$ cat config.mk
export PLATFORM = sky130hd
export DESIGN_NAME = run_sequencer
export DESIGN_NICKNAME = d
export VERILOG_FILES = /design/src/rtl/run_sequencer.sv
export SDC_FILE = /design/constraint.sdc
export NUM_CORES = 1
export LEC_CHECK = 0
export CAP_MARGIN = 20
export CORE_MARGIN = 8
export CORE_UTILIZATION = 52
export DETAILED_ROUTE_END_ITERATION = 8
export PLACE_DENSITY = 0.87
export SLEW_MARGIN = 30
export SYNTH_ARGS = -nofsm -noshare
export SYNTH_HDL_FRONTEND = slang
export SYNTH_SLANG_ARGS = --single-unit
$ cat constraint.sdc
create_clock -name clk -period 2.9 [get_ports clk]
set_input_delay 0.58 -clock clk [delete_from_list [all_inputs] [get_ports clk]]
set_output_delay 0.58 -clock clk [all_outputs]
set_load 0.005 [all_outputs]
$ cat src/rtl/run_sequencer.sv
// Sequences one CPU program run: req/done handshake, core reset hold, run enable and halt detection.
// Optional watchdog on run length is enabled with RUN_SEQUENCER_WATCHDOG_EN.
module run_sequencer #(
    parameter int unsigned D         = 10,
    parameter int unsigned HALT_ADDR = 128,
    parameter int unsigned RST_CYC   = 2,
    parameter int unsigned C         = 16,
    parameter int unsigned WDOG_MAX  = 4096
) (
    input  logic         clk,
    input  logic         reset,
    input  logic         req,
    input  logic [D-1:0] prog_ctr,
    output logic         core_reset,
    output logic         core_run,
    output logic         busy,
    output logic         done,
    output logic [C-1:0] cycle_cnt,
    output logic         timeout
);

    localparam int unsigned RCW = 4;

    typedef enum logic [1:0] {
        S_IDLE = 2'd0,
        S_RST  = 2'd1,
        S_RUN  = 2'd2,
        S_DONE = 2'd3
    } state_t;

    // Reject parameter values the reset counter or cycle counter cannot represent
    if (RST_CYC < 1 || RST_CYC > 15) begin : g_bad_rst_cyc
        $error("run_sequencer: RST_CYC must be in 1..15");
    end
    if (WDOG_MAX < 1 || WDOG_MAX > ((1 << C) - 1)) begin : g_bad_wdog_max
        $error("run_sequencer: WDOG_MAX must be in 1..2**C-1");
    end

    state_t         state_q, state_d;
    logic [RCW-1:0] rst_cnt_q, rst_cnt_d;
    logic [C-1:0]   cycle_cnt_d;
    logic           busy_d, done_d, core_reset_d, core_run_d;
    logic           halt_c;

`ifdef RUN_SEQUENCER_WATCHDOG_EN
    logic timeout_d;
    logic wdog_hit_c;

    assign wdog_hit_c = (cycle_cnt >= C'(WDOG_MAX));
`endif

    assign halt_c = (prog_ctr == D'(HALT_ADDR));

    // Next-state and next-output logic
    always_comb begin
        state_d     = state_q;
        rst_cnt_d   = rst_cnt_q;
        cycle_cnt_d = cycle_cnt;
        busy_d      = busy;
        done_d      = done;
`ifdef RUN_SEQUENCER_WATCHDOG_EN
        timeout_d   = timeout;
`endif

        case (state_q)
            S_IDLE: begin
                if (req) begin
                    state_d     = S_RST;
                    rst_cnt_d   = RCW'(RST_CYC - 1);
                    cycle_cnt_d = '0;
                    busy_d      = 1'b1;
`ifdef RUN_SEQUENCER_WATCHDOG_EN
                    timeout_d   = 1'b0;
`endif
                end
            end
            S_RST: begin
                if (rst_cnt_q == '0) begin
                    state_d = S_RUN;
                end else begin
                    rst_cnt_d = rst_cnt_q - RCW'(1);
                end
            end
            S_RUN: begin
                if (halt_c) begin
                    state_d = S_DONE;
                    done_d  = 1'b1;
                    busy_d  = 1'b0;
`ifdef RUN_SEQUENCER_WATCHDOG_EN
                end else if (wdog_hit_c) begin
                    state_d   = S_DONE;
                    done_d    = 1'b1;
                    busy_d    = 1'b0;
                    timeout_d = 1'b1;
`endif
                end else if (cycle_cnt != {C{1'b1}}) begin
                    cycle_cnt_d = cycle_cnt + C'(1);
                end
            end
            S_DONE: begin
                if (!req) begin
                    state_d = S_IDLE;
                    done_d  = 1'b0;
                end
            end
            default: begin
                state_d = S_IDLE;
            end
        endcase

        // Core controls follow the state being entered so they line up with it
        core_reset_d = (state_d == S_IDLE) || (state_d == S_RST);
        core_run_d   = (state_d == S_RUN);
    end

    always_ff @(posedge clk) begin
        if (reset) begin
            state_q    <= S_IDLE;
            rst_cnt_q  <= '0;
            cycle_cnt  <= '0;
            busy       <= 1'b0;
            done       <= 1'b0;
            core_reset <= 1'b1;
            core_run   <= 1'b0;
        end else begin
            state_q    <= state_d;
            rst_cnt_q  <= rst_cnt_d;
            cycle_cnt  <= cycle_cnt_d;
            busy       <= busy_d;
            done       <= done_d;
            core_reset <= core_reset_d;
            core_run   <= core_run_d;
        end
    end

`ifdef RUN_SEQUENCER_WATCHDOG_EN
    always_ff @(posedge clk) begin
        if (reset) begin
            timeout <= 1'b0;
        end else begin
            timeout <= timeout_d;
        end
    end
`else
    assign timeout = 1'b0;
`endif

endmodule

==> results of run 1 <==
==> flip-flops by register name, indices dropped and copies added (netlist names) <==
signal,cells
rst_cnt_q,4
cycle_cnt,16
done,1
core_reset,1
core_run,1
state_q,2
busy,1
==> power by group through the flow <==
| stage | sequential, mW | combinational, mW | clock (mW) |
|---|---|---|---|
| finish | 0.394 | 0.164 | 0.190 |
| global route | 0.396 | 0.180 | 0.207 |
| CTS | 0.393 | 0.163 | 0.192 |
| detailed placement | 0.400 | 0.163 | 0 |
| global placement | 0.400 | 0.155 | 0 |
| floorplan | 0.398 | 0.0995 | 0 |
==> per-stage QoR <==
stage | total power [mW] | utilization
2_1_floorplan | 0.498 | -
3_3_place_gp | 0.554 | 0.688
3_5_place_dp | 0.563 | 0.688
4_1_cts | 0.748 | 0.702
5_1_grt | 0.783 | 0.702
6_report | 0.747 | 0.702
==> cells in the final DEF, fill, tap and decap left out, drive strengths merged, types with 2 or more instances in the layout <==
cell / count
clkdlybuf4s50: 32
dfxtp: 26
nand2: 14
a21oi: 13
nor2: 11
o21ai: 11
inv: 8
nand3: 7
nor3: 6
nand2b: 5
or4: 5
or3: 5
nand4: 4
o311ai: 4
clkbuf: 4
a22oi: 3
a211oi: 3
buf: 3
and3: 2
a31oi: 2
or2: 2
o31ai: 2
a311oi: 2
xor2: 2
o211ai: 2
ha: 2
and4: 2
==> how the worst max path moves through the flow <==
stage,endpoint,slack (ns),depth (start not counted)
2_1_floorplan,cycle_cnt[14],0.97,7
3_3_place_gp,cycle_cnt[11],0.53,7
3_5_place_dp,cycle_cnt[11],0.33,7
4_1_cts,cycle_cnt[11],0.69,7
5_1_grt,cycle_cnt[11],0.53,7
6_report,cycle_cnt[11],0.71,7
==> logic make-up after synthesis <==
family,count (synthesis),share of synthesized area
DFF,26,0.388
and+or+nand+nor,67,0.274
AOI/OAI and AO/OA,47,0.233
buffers and inverters,15,0.0467
other,1,0.00280
xor gates and xnor gates,2,0.0131
muxes,2,0.0159
adders and majority gates,3,0.0261
==> final cells by class <==
class,count,share of cell area
well taps,30,0.0218
multi-input cells,122,0.439
clock buffers,4,0.0210
repair buffers,35,0.199
flip-flops and latches,26,0.302
inverters,8,0.0174
==> layer usage <==
layer / wire (um) / global-route usage / vias up / share of wire
li1: - / - / 673 / -
met1: 1460 / 0.183 / 654 / 0.40
met5: 0 / 0 / - / 0
met2: 1820 / 0.294 / 66 / 0.50
met4: 63 / 0.0800 / 0 / 0.017
met3: 329 / 0.0520 / 10 / 0.090
==> critical path, stage by stage <==
cell and delay [ns]:
clkdlybuf4s50_1 0.39, nor4_1 0.43, a41oi_2 0.22, o21ai_1 0.16, buf_4 0.20, nand2_1 0.10, o311ai_0 0.33
==> metrics, run 1 <==
Post-synth EDFFs=0; Synth top cells by count=26 x dfxtp_1, 14 x nand2_1, 13 x a21oi_1; R2R Path End=cycle_cnt[11]; CTS buffer count=3; Fillers=207; count of different cell masters after synthesis=45; global-route usage over all layers=0.170; clk_lat worst skew=0.34 ns; Power Dens Cells=433 nW/um2; placed insts=221; initial antenna violation count=0; Synth-to-Final Area Change=28.7%; Port-buffer cells=32; Site Rows=18; syn nets=178; DRC=0; Initial Util=0.546; largest net degree at the start of global routing=18; Post-DP Area=1690 um2; final setup vio count=0; post-place setup slack=0.327 ns; H-tree depth=1; layout net count=211; r2r startpoint=cycle_cnt[1]; fin. max-slew vios=0; share of the synthesized area in the top cell type=0.388; Cell Int Power=0.527 mW; Worst setup EP type=flop; final wirelength=3670 um; critical path peak fanout=12; worst slew pin tran=0.552 ns; Yosys reg bits=26; status=complete, no violations; Root Buffer=clkbuf_4; Post-Syn Instances=163; Cell Area, Synth=1340 um2; Sw Share=0.295; Yosys warning total=0; clock buffer depth=2; total die area=4460 um2; Hold Crit Class=reg2reg; dpl hpwl=2720 um; Iter 0 DRT Violations=77; Top Ports=34; die width=66.8 um; clock share of power=0.254; critical path launch point type=primary input; ys flop type=dfxtp_1; final hold violations=0; Vias/cell=6.24; R2R setup slack=0.84 ns; Total Neg Setup Slack=0 ns; Hold Crit Start=busy; max_cap viols=0; number of global-route vias before repair=1353; Die Y=66.8 um; switching pwr=0.220 mW; Syn Area/Cell=8.22 um2; Comb power frac=0.219; Synth async-reset ratio=0; ANT nets after route=0; Critical Path RT=3.14 ns; Flop pwr share=0.527; clock tree sinks=26; first-pass GRT wire length=6070 um; Final Critical Period=2.19 ns; critical path class=in2reg; WHS Endpoint=busy; Synth area leaders=dfxtp_1 39%, a21oi_1 4.9%, nand2_1 3.9%; Max VDD drop=375 uV; CTS tree=done; finished layout cell area=1720 um2; worst hold path depth=2; Rel. slew slack=0.629; RSZ-0062 raised after global routing=no; sequential area share after synthesis=0.388; final cycle utilization of the critical path=0.756; crit path from=prog_ctr[1]; Vias=1403; number of post-CTS setup repair buffers=0; CTS Hold Bufs=0; Reg clk slew, reported paths=0.15 ns; share of layout cells above drive strength 1=0.0769; CORE AREA=2450 um2; Worst R2R Path Depth=7; Arrival @ worst endpoint=2.43 ns; WHS=0.497 ns; final worst slack=0.706 ns; cts repair resizes=0; Non-Filler Instances=225; area of the multi-input gates=757 um2; Seq. cell area=520 um2; DRT Pass-1 Iters=6; Worst Skew=0.0182 ns; WL/cell=16.3 um; Synth area leader=dfxtp_1; leakage power=0.539 nW; top-count cell post-synth=dfxtp_1; grt total ovfl=0; f_max=0.456 GHz; ant diodes=0; Final GP Congestion=0.877
No activity file was read; power rests on OpenSTA's default activity.
==> run 2: changes to the inputs <==
- CORE_UTILIZATION: 52 -> 48
- PLACE_DENSITY: 0.87 -> 0.81
- clock period: 2.9 -> 2.08 ns (I/O delays scaled with it)
==> metrics, run 2 (synthesized netlist as in run 1, its figures left out) <==
Fillers=225; CORE AREA=2710 um2; final wirelength=3840 um; worst hold path depth=1; area of the multi-input gates=762 um2; Site Rows=19; Worst Skew=0.00422 ns; status=complete, no violations; DRT Pass-1 Iters=4; Vias=1475; Non-Filler Instances=238; final cycle utilization of the critical path=0.953; placed insts=235; Initial Util=0.494; critical path class=reg2reg; grt total ovfl=0; largest net degree at the start of global routing=15; Rel. slew slack=0.647; RSZ-0062 raised after global routing=no; Die Y=68.8 um; ANT nets after route=0; commonest non-fill, non-tap cells in the layout=32 x clkdlybuf4s50_1, 26 x dfxtp_1, 16 x buf_4, 14 x nand2_1, 13 x a21oi_1; number of global-route vias before repair=1376; layout net count=224; fin. max-slew vios=0; H-tree depth=1; commonest non-fill, non-tap cell in the layout=clkdlybuf4s50_1; Worst setup EP type=flop; CTS buffer count=3; number of post-CTS setup repair buffers=0; ant diodes=0; Final Critical Period=1.98 ns; Iter 0 DRT Violations=83; CTS tree=done; Power Dens Cells=564 nW/um2; WHS=0.529 ns; first-pass GRT wire length=6130 um; dpl hpwl=2990 um; initial antenna violation count=0; die width=68.8 um; CTS Hold Bufs=0; clock buffer depth=2; WL/cell=16.1 um; Critical Path RT=2.33 ns; largest register by flop count=cycle_cnt; Root Buffer=clkbuf_4; clk_lat worst skew=0.32 ns; Vias/cell=6.20; f_max=0.504 GHz; Final GP Congestion=0.860; Top Registers=cycle_cnt (16), rst_cnt_q (4), state_q (2); clock tree sinks=26; max_cap viols=0; final setup vio count=0; global-route usage over all layers=0.167; Hold Crit Class=reg2reg; Seq. cell area=520 um2; max reg flops=16; Arrival @ worst endpoint=2.23 ns; critical path launch point type=flop; final hold violations=0; leakage power=0.593 nW; critical path peak fanout=7; DRC=0; share of layout cells above drive strength 1=0.135; Top Ports=34; Worst R2R Path Depth=5; total die area=4740 um2; Max VDD drop=451 uV; worst slew pin tran=0.530 ns; Reg clk slew, reported paths=0.14 ns; cts repair resizes=0; Port-buffer cells=32; Synth-to-Final Area Change=35.4%
## run 2: changes by cell type in the layout (fill, tap and decap cells not counted), sizes merged
cell    before  now
buf          3   16
clkbuf       4    3
## run 2: layout make-up
class / instances / area share
multi-input combinational: 122 / 0.420
clock buffer: 3 / 0.0124
inverter: 8 / 0.0166
timing repair buffer: 48 / 0.243
sequential: 26 / 0.287
tap: 31 / 0.0214
## run 2: metal layers
metal  track usage  wire, um  part of all wire
met5             0         0                 0
met4        0.0777        92             0.024
met3        0.0275       256             0.067
met2         0.293      1980              0.52
met1         0.193      1510              0.39
## run 2: path summary, 6_finish.rpt
| check | from | to | slack (ns) |
|---|---|---|---|
| setup / recovery | cycle_cnt[4] | cycle_cnt[13] | 0.1 |
| hold / removal | cycle_cnt[8] | cycle_cnt[8] | 0.53 |
| setup reg to reg | cycle_cnt[4] | cycle_cnt[13] | 0.1 |
| hold reg to reg | cycle_cnt[8] | cycle_cnt[8] | 0.53 |
## run 2: stage by stage
step           power, mW  setup slack, ns  TNS, ns  area (um2)   util
6_report            1.02           0.0972        0        1810  0.669
3_3_place_gp       0.806           -0.114   -0.600        1790  0.659
4_1_cts             1.02            0.109        0        1810  0.668
2_1_floorplan      0.694            0.243        0        1340      -
3_5_place_dp       0.819           -0.150   -0.973        1790  0.659
5_1_grt             1.08          0.00406        0        1810  0.669
## run 2: worst max-delay path, stage by stage (launching register included)
cell and delay [ns]:
dfxtp_1 0.48, nand4_1 0.19, or3_4 0.38, or3_1 0.39
or4_1 0.40, o21ai_0 0.09
## run 2: where the power goes
group	internal (mW)	switching, mW
sequential	0.524	0.0249
combinational	0.128	0.136
clock	0.0678	0.143
